$ cat config.mk
export PLATFORM = sky130hd
export DESIGN_NAME = slot_scheduler
export DESIGN_NICKNAME = d
export VERILOG_FILES = /design/src/rtl/m16_pkg.sv /design/src/rtl/sync_fifo.sv /design/src/rtl/slot_scheduler.sv
export SDC_FILE = /design/constraint.sdc
export NUM_CORES = 1
export LEC_CHECK = 0
export BUFFER_PORTS_ARGS = -buffer_cell sky130_fd_sc_hd__buf_4
export CORE_MARGIN = 2
export CORE_UTILIZATION = 61
export DETAILED_ROUTE_END_ITERATION = 6
export GPL_ROUTABILITY_DRIVEN = 1
export PLACE_DENSITY = 0.92
export RECOVER_POWER = 100
export SETUP_SLACK_MARGIN = 0.4
export SLEW_MARGIN = 15
export SYNTH_ARGS = -nofsm -noshare
export SYNTH_HDL_FRONTEND = slang
export SYNTH_HIERARCHICAL = 1
export SYNTH_SLANG_ARGS = --single-unit
$ cat constraint.sdc
create_clock -name clk -period 6 [get_ports clk]
set_input_delay 1.2 -clock clk [delete_from_list [all_inputs] [get_ports clk]]
set_output_delay 1.2 -clock clk [all_outputs]
set_load 0.005 [all_outputs]
$ cat src/rtl/m16_pkg.sv
// Shared constants and types for the telemetry slot scheduler.
package m16_pkg;

  localparam logic [11:0] FILL_DEFAULT = 12'hFFF;

  localparam logic [1:0] SRC_FAST = 2'd0;
  localparam logic [1:0] SRC_SLOW = 2'd1;
  localparam logic [1:0] SRC_FILL = 2'd2;

  localparam int unsigned SLOT_CNT_W = 5;

  typedef enum logic {StSync, StRun} schedState_t;

endpackage

$ cat src/rtl/sync_fifo.sv
// Single-clock FIFO with the head word readable combinationally.
module sync_fifo #(
  parameter int unsigned WIDTH = 12,
  parameter int unsigned DEPTH = 16
) (
  input  logic                     clk,
  input  logic                     rst,
  input  logic                     push,
  input  logic [WIDTH-1:0]         wData,
  input  logic                     pop,
  output logic [WIDTH-1:0]         rData,
  output logic                     full,
  output logic                     empty,
  output logic [$clog2(DEPTH):0]   level
);

  localparam int unsigned AW = $clog2(DEPTH);

  logic [WIDTH-1:0] mem [DEPTH];
  logic [AW-1:0]    wPtrQ, wPtrD, rPtrQ, rPtrD;
  logic [AW:0]      levelQ, levelD;
  logic             doPush, doPop;

  assign empty = (levelQ == '0);
  assign full  = (levelQ == (AW+1)'(DEPTH));
  assign level = levelQ;
  assign rData = mem[rPtrQ];

  // A full FIFO still accepts a word when the head leaves in the same cycle.
  assign doPop  = pop && !empty;
  assign doPush = push && (!full || doPop);

  always_comb begin
    wPtrD  = wPtrQ;
    rPtrD  = rPtrQ;
    levelD = levelQ;
    if (doPush) wPtrD = wPtrQ + 1'b1;
    if (doPop)  rPtrD = rPtrQ + 1'b1;
    unique case ({doPush, doPop})
      2'b10:   levelD = levelQ + 1'b1;
      2'b01:   levelD = levelQ - 1'b1;
      default: levelD = levelQ;
    endcase
  end

  always_ff @(posedge clk or posedge rst) begin
    if (rst) begin
      wPtrQ  <= '0;
      rPtrQ  <= '0;
      levelQ <= '0;
    end else begin
      wPtrQ  <= wPtrD;
      rPtrQ  <= rPtrD;
      levelQ <= levelD;
    end
  end

  always_ff @(posedge clk) begin
    if (doPush) mem[wPtrQ] <= wData;
  end

endmodule

$ cat src/rtl/slot_scheduler.sv
// Frames fast and slow telemetry words into fixed slots, one slot per transmitter request.
module slot_scheduler
  import m16_pkg::*;
#(
  parameter int unsigned FAST_DEPTH = 16,
  parameter int unsigned SLOTS      = 17,
  parameter logic [11:0] FILL       = FILL_DEFAULT
) (
  input  logic                          clk,
  input  logic                          rst,
  input  logic                          frameStart,
  input  logic [11:0]                   fData,
  input  logic                          fVal,
  input  logic [11:0]                   sData,
  input  logic                          sVal,
  input  logic                          slotReq,
  output logic [11:0]                   oData,
  output logic                          oVal,
  output logic [1:0]                    oSrc,
  output logic [SLOT_CNT_W-1:0]         slotCnt,
  output logic [$clog2(FAST_DEPTH):0]   fLevel,
  output logic                          fOvf,
  output logic                          sOvf
);

  schedState_t            stateQ, stateD;
  logic [SLOT_CNT_W-1:0]  slotCntQ, slotCntD, slotIdx;
  logic [11:0]            oDataQ, oDataD, sHoldQ, sHoldD;
  logic [1:0]             oSrcQ, oSrcD;
  logic                   oValQ, oValD, sFullQ, sFullD;
  logic                   fOvfQ, fOvfD, sOvfQ, sOvfD;
  logic                   serve, isSlow, fPop, sRead;
  logic [11:0]            fHead;
  logic                   fFull, fEmpty;

  sync_fifo #(
    .WIDTH (12),
    .DEPTH (FAST_DEPTH)
  ) uFastFifo (
    .clk   (clk),
    .rst   (rst),
    .push  (fVal),
    .wData (fData),
    .pop   (fPop),
    .rData (fHead),
    .full  (fFull),
    .empty (fEmpty),
    .level (fLevel)
  );

  // A frameStart arriving with a request realigns first, so the request lands in slot 0.
  assign serve   = slotReq && (stateQ == StRun);
  assign slotIdx = frameStart ? '0 : slotCntQ;
  assign isSlow  = (slotIdx == SLOT_CNT_W'(SLOTS - 1));
  assign fPop    = serve && !isSlow && !fEmpty;
  assign sRead   = serve && isSlow && sFullQ;

  always_comb begin
    stateD   = stateQ;
    slotCntD = slotCntQ;
    oDataD   = oDataQ;
    oSrcD    = oSrcQ;
    oValD    = 1'b0;
    sHoldD   = sHoldQ;
    sFullD   = sFullQ;
    fOvfD    = fOvfQ;
    sOvfD    = sOvfQ;

    if (frameStart) begin
      stateD   = StRun;
      slotCntD = '0;
      fOvfD    = 1'b0;
      sOvfD    = 1'b0;
    end

    if (serve) begin
      oValD    = 1'b1;
      slotCntD = isSlow ? '0 : slotIdx + 1'b1;
      if (fPop) begin
        oDataD = fHead;
        oSrcD  = SRC_FAST;
      end else if (sRead) begin
        oDataD = sHoldQ;
        oSrcD  = SRC_SLOW;
      end else begin
        oDataD = FILL;
        oSrcD  = SRC_FILL;
      end
    end

    if (sRead) sFullD = 1'b0;
    // A new slow word during its own slot read keeps the hold full without an overflow.
    if (sVal) begin
      sHoldD = sData;
      sFullD = 1'b1;
      if (sFullQ && !sRead) sOvfD = 1'b1;
    end

    if (fVal && fFull && !fPop) fOvfD = 1'b1;
  end

  always_ff @(posedge clk or posedge rst) begin
    if (rst) begin
      stateQ   <= StSync;
      slotCntQ <= '0;
      oDataQ   <= '0;
      oSrcQ    <= '0;
      oValQ    <= 1'b0;
      sHoldQ   <= '0;
      sFullQ   <= 1'b0;
      fOvfQ    <= 1'b0;
      sOvfQ    <= 1'b0;
    end else begin
      stateQ   <= stateD;
      slotCntQ <= slotCntD;
      oDataQ   <= oDataD;
      oSrcQ    <= oSrcD;
      oValQ    <= oValD;
      sHoldQ   <= sHoldD;
      sFullQ   <= sFullD;
      fOvfQ    <= fOvfD;
      sOvfQ    <= sOvfD;
    end
  end

  assign oData   = oDataQ;
  assign oSrc    = oSrcQ;
  assign oVal    = oValQ;
  assign slotCnt = slotCntQ;
  assign fOvf    = fOvfQ;
  assign sOvf    = sOvfQ;

endmodule

# Word-level counts from Yosys, hierarchy flattened
# Memories as Yosys holds them, arrays and structs flattened.
# Cells that the tools add are included.
dict set report classes {
  reduce_logical 20
  n_eq_ne 4
  order_cmp 0
  mul 0
  n_bitwise 0
  mux 18
  n_addsub 5
  shift 0
  div_mod_pow 0
}
# cell count
set op_table {}
lappend op_table {{2-to-1 mux 12 bit} 2}
lappend op_table {{2-to-1 mux 5 bit} 3}
lappend op_table {{adder 5 x 1 -> 5 bit (second input constant)} 2}
lappend op_table {{== test 5 bit (second input constant)} 2}
lappend op_table {{logical AND 1 bit} 10}
lappend op_table {{2-to-1 mux 1 bit} 10}
lappend op_table {{one-hot mux 5 bit (2 select lines)} 1}
lappend op_table {{adder 4 x 1 -> 4 bit (second input constant)} 2}
lappend op_table {{nonzero test 2 bit} 3}
lappend op_table {{zero test 1 bit} 5}
lappend op_table {{zero test 5 bit} 1}
lappend op_table {{subtractor 5 x 1 -> 5 bit (second input constant)} 1}
lappend op_table {{2-to-1 mux 2 bit} 2}
lappend op_table {{== test 2 x 1 -> 1 bit (second input constant)} 1}
lappend op_table {{== test 2 bit (second input constant)} 1}
lappend op_table {{logical OR 1 bit} 1}
dict set report word_totals {
  latch_bits 0
  ramBits 192
  elab_cells 60
  romBits 0
  input_bits 30
  n_memories 1
  reg_bits 49
  out_inout_bits 27
}
# name depth word_bits rd rd_clocked_by_memory_dff wr line
set mem_list {}
lappend mem_list {uFastFifo.mem 16 12 1 0 1 sync_fifo.sv:19} ;# logic [WIDTH-1:0] mem [DEPTH];

# Logic depth before layout (Yosys ltp)
dict set report depth {
  word_depth 10
  depth_mapped 14
  ltp_nobuf 13
}

# Cells and area by module
# Netlist, hierarchy kept.
# mod cells_each seq_area_each_um2 area_per_inst_um2 instances
set by_module_without_submodules {}
lappend by_module_without_submodules {sync_fifo 393 6090.8 8162.8 1}
lappend by_module_without_submodules {slot_scheduler 133 900.9 1531.5 1}

# Worst setup path after synthesis
# No wires, ideal clock.
dict set report synth_timing {
  path_kind {in2reg}
  start {in frameStart}
  end {reg uFastFifo.levelQ[4], in the netlist uFastFifo/level[4]}
  path_buffers 1
  required_ps 5913
  setup_time_ps 87
  path_stages 13
  path_slack_ps 2286
  arrival_ps 3628
  path_cell_list {and2b_1 inv_1 ha_1 nand2_1 o211a_1 buf_2 o21ai_2 or2_1 fa_1 nand2b_1 a211o_1 o31a_1 o211ai_1}
}
dict set report synth_via {
  elab_chain_len 10
}
# element line
set synth_lines {}
lappend synth_lines {{start, declared} slot_scheduler.sv:11} ;# input logic frameStart,
lappend synth_lines {{2-to-1 mux 5 bit (*)} --}
lappend synth_lines {{== test 5 bit (*)} slot_scheduler.sv:54} ;# assign isSlow = (slotIdx == SLOT_CNT_W'(SLOTS - 1));
lappend synth_lines {{zero test 1 bit (*)} slot_scheduler.sv:55} ;# assign fPop = serve && !isSlow && !fEmpty;
lappend synth_lines {{logical AND 1 bit (*) (2 in series)} slot_scheduler.sv:55}
lappend synth_lines {{net fPop} slot_scheduler.sv:32} ;# logic serve, isSlow, fPop, sRead;
lappend synth_lines {{logical AND 1 bit (*)} sync_fifo.sv:30} ;# assign doPop = pop && !empty;
lappend synth_lines {{logical OR 1 bit} sync_fifo.sv:31} ;# assign doPush = push && (!full || doPop);
lappend synth_lines {{logical AND 1 bit} sync_fifo.sv:31}
lappend synth_lines {{== test 2 x 1 -> 1 bit or == test 2 bit (tied branches)} sync_fifo.sv:39} ;# unique case ({doPush, doPop})
lappend synth_lines {{one-hot mux 5 bit (2 select lines) or nonzero test 2 bit (tied branches)} --}
lappend synth_lines {{end signal, assigned} sync_fifo.sv:54} ;# levelQ <= levelD;
lappend synth_lines {{end, declared} sync_fifo.sv:21} ;# logic [AW:0] levelQ, levelD;
# The timed path passes the listed nets; every way through them passes the cells marked *.
# A chain may end at the register's enable or synchronous reset.

# Worst setup path after layout
dict set report layout_timing {
  start {reg uFastFifo.rPtrQ[0]}
  end {reg oDataQ[9], in the netlist oData[9]}
}
dict set report layout_via {
  elab_chain_len 2
}
# element line
set layout_lines {}
lappend layout_lines {{start, declared} sync_fifo.sv:20} ;# logic [AW-1:0] wPtrQ, wPtrD, rPtrQ, rPtrD;
lappend layout_lines {{start signal, assigned} sync_fifo.sv:53} ;# rPtrQ <= rPtrD;
lappend layout_lines {{memory (16 x 12 bit)} --}
lappend layout_lines {{net fHead[9]} slot_scheduler.sv:33} ;# logic [11:0] fHead;
lappend layout_lines {{2-to-1 mux 12 bit} slot_scheduler.sv:79} ;# if (fPop) begin
lappend layout_lines {{end signal, assigned} slot_scheduler.sv:116} ;# oDataQ <= oDataD;
lappend layout_lines {{end, declared} slot_scheduler.sv:28} ;# logic [11:0] oDataQ, oDataD, sHoldQ, sHoldD;
# The timed path passes the listed nets, and every way through them passes these cells.

==> flow_summary.ini <==
[cts]
cts_tree = built
htree_levels = 1
cts-hold-fix-buffers = 0
post_cts_resized = 0
cts_buffers = 24
root_buffer = clkbuf_16
path_clk_slew_ns = 0.06
cts_sinks = 241
clock_path_buffers = 3
clkLatencyLatePin_ns = 0.51
postCtsSetupBuffers = 0

[routing]
viasPerCell = 6.55
route.met2.wl_um = 10200
wl_met3_um = 1940
dr.max_layer_used = met4
drcViolationCount = 0
dr.pass1.iters = 5
routedWlPerCell_um = 25.8
drt_iter0_drc = 645
wl_met1_um = 8350
drt_wl_total_um = 21100
routed-via-count = 5374
ant_nets = 0

[global_routing]
grt_pass1_wl_um = 32200
antenna_found_initial = 0
grt_overflow = 0
grt_pass1_vias = 5306
grt_max_degree = 52
track_usage = 0.260

[sta]
finalCriticalPeriod_ns = 4.49
setup_violations = 0
fmax_mhz = 223
post-route-period-util = 0.749
max_slew_margin = -1.02
max_slew.worst_pin.slew_ns = 3.02
clock_skew_ns = 0.0167
rsz0062_at_grt = no
hold_viol_final = 0
fin_tns_setup_ns = 0
finalMaxSlewViolations = 75

[critical_path]
path_class = flip-flop to flip-flop
path_depth = 6
cp-end-kind = flip-flop
crit_buf_inv = 2
worst_ep_required_time_ns = 6.37
reg2regPathDepth = 6
worstPathMaxFanout = 37
crit_chain = clkbuf_1, mux4_2, a22oi_1, nand2_1, inv_1, a21oi_1
max_stage_delay_ns = 2.18
cp-start-kind = flip-flop
arrival_ns = 4.86
cp_top_family = buffers and inverters
cpMaxStageDelayCell = clkbuf_1

[finish]
post-route-util = 0.697
final_nets = 628
antenna_cells = 0
synthToLayoutAreaGrowth_pct = 13.0
drive_above_1_share = 0.224

[run_status]
failed_checks = max-capacitance violations, max-slew violations
status = finished with violations

[synth]
synthMuxAreaShare = 0.130
synth_top_family_by_area = multiplexers
synth-async-reset-ratio = 0.203
ys_types = 54
synth_area_um2 = 9690
synth_xor_area_frac = 0.00813
synth-edff-count = 192
synth_compound_area_frac = 0.0570
synth_seq_cells = 241
yosysWarnings = 6
synth_cells = 526
syn_area_per_cell_um2 = 18.4
yosys.area_share.adder = 0.0150
synth_nets = 567
synth-simple-area-share = 0.0465
synth-main-ff-cell = edfxtp_1
ys_seq_area_frac = 0.721

[die]
dieHeight_um = 130
pin_count = 57
core-area_um2 = 15700
die_area_um2 = 16900
die_w_um = 130
rows = 46
start_util = 0.617

[placement]
place_hpwl_um = 12700
place_congestion = 0.838
port_buffers = 56

[power]
powerDensity_nw_per_um2 = 464
p_leak_nw = 3.86
ir_drop_mv = 0.280
finalPower_mw = 5.09

[min_path]
hp-class = flip-flop to flip-flop
whs_path_depth = 1

[run]
cap_viol_max_count = 2
## path summary, 6_finish.rpt
path	from	endpoint	slack (ns)
min reg2reg	oSrc[0]$_DFFE_PP0N_	oSrc[0]$_DFFE_PP0N_	0.50
min in group asynchronous	rst	uFastFifo/rPtrQ[2]$_DFFE_PP0N_	0.78
max	uFastFifo/rPtrQ[0]$_DFFE_PP0N_	oData[9]$_DFFE_PP0N_	1.51
max in group asynchronous	rst	sHoldQ[4]$_DFFE_PP0P_	3.54
max reg2reg	uFastFifo/rPtrQ[0]$_DFFE_PP0N_	oData[9]$_DFFE_PP0N_	1.51
min	oSrc[0]$_DFFE_PP0N_	oSrc[0]$_DFFE_PP0N_	0.50
## metrics by stage
step | area [um^2] | std cells | setup WS, ns | hold WS [ns]
floorplan | 9690 | 526 | 2.29 | 0.459
global placement | 10300 | 777 | 1.87 | 0.477
detailed placement | 10300 | 777 | 1.66 | 0.488
CTS | 11000 | 820 | 2.13 | 0.501
global route | 11000 | 820 | 0.946 | 0.517
finish | 11000 | 820 | 1.51 | 0.495
## sequential cells by signal, summed over array words and instances (netlist names), 2 cells and up
name             flops
uFastFifo/wPtrQ      4
uFastFifo/rPtrQ      4
oData               12
oSrc                 2
uFastFifo/level      5
sHoldQ              12
uFastFifo/mem      192
slotCnt              5
## power breakdown
| group | switching [mW] | leakage [nW] | internal [mW] |
|---|---|---|---|
| registers | 0.231 | 2.31 | 2.05 |
| logic | 0.720 | 1.18 | 0.641 |
| clock network | 0.585 | 0.368 | 0.864 |
| total | 1.54 | 3.86 | 3.55 |
## synth_stat cells (all sizes together) (2+ instances only)
cell type / instances / share of area
o211ai: 3 / 0.0023
o2bb2ai: 2 / 0.0025
and2: 4 / 0.0028
clkbuf: 12 / 0.0046
nand2: 21 / 0.0081
a32o: 3 / 0.0031
or2: 2 / 0.0013
nor2b: 4 / 0.0026
dfrtp: 49 / 0.13
o21ai: 6 / 0.0035
a21o: 4 / 0.0031
xnor2: 8 / 0.0072
o32ai: 12 / 0.011
nand3: 7 / 0.0036
nand2b: 4 / 0.0026
mux4: 48 / 0.11
buf: 11 / 0.0080
mux2: 14 / 0.016
a21oi: 15 / 0.0077
nor2: 6 / 0.0023
or2b: 2 / 0.0015
edfxtp: 192 / 0.59
and3: 16 / 0.010
ha: 10 / 0.013
a22oi: 24 / 0.019
inv: 24 / 0.0093
or3: 4 / 0.0031
mux2i: 2 / 0.0021
## cells by family (layout without fill, tap and decap cells)
family	after synthesis	in the layout
adder cells (fa/ha/maj)	11	11
buffers and inverters	48	126
AND/OR/NAND/NOR	78	78
AO/OA/AOI/OAI	75	75
flip-flops	241	241
XOR/XNOR	9	9
multiplexers	64	64
## final cells by class
class | count | area [um^2]
Fill cell | 963 | 4760
Sequential cell | 241 | 7000
Clock buffer | 36 | 677
Tap cell | 216 | 270
Clock inverter | 7 | 85.1
Timing Repair Buffer | 58 | 364
Multi-Input combinational cell | 237 | 2470
Inverter | 25 | 93.8
## per-layer routing
layer | global-route usage | vias to the layer above
met5 | 0 | -
met4 | 0.0848 | 0
met3 | 0.0582 | 47
met2 | 0.409 | 323
met1 | 0.372 | 2771
li1 | - | 2233
## worst register-to-register path: stages (launching register included)
cell      delay (ns)
dfrtp_2         0.69
clkbuf_1        2.19
mux4_2          0.79
a22oi_1         0.39
nand2_1         0.16
inv_1           0.09
a21oi_1         0.06
## cells in the final DEF, fill, tap and decap left out, types with 6 or more instances in the layout
cell       synthesis  routed
clkbuf_4           0      26
o32ai_1           12      12
ha_1              10      10
nand3_1            7       7
a21oi_1           15      15
mux2_2            12      12
buf_4              3      13
clkbuf_16          0      25
mux4_2            48      48
clkbuf_1          12      29
nand2_1           21      21
nor2_1             6       6
o21ai_0            5       6
edfxtp_1         192     192
xnor2_1            8       8
a22oi_1           24      24
and3_1            16      16
inv_1             24      24
dfrtp_1           49      47
No activity file was read; power rests on OpenSTA's default activity.
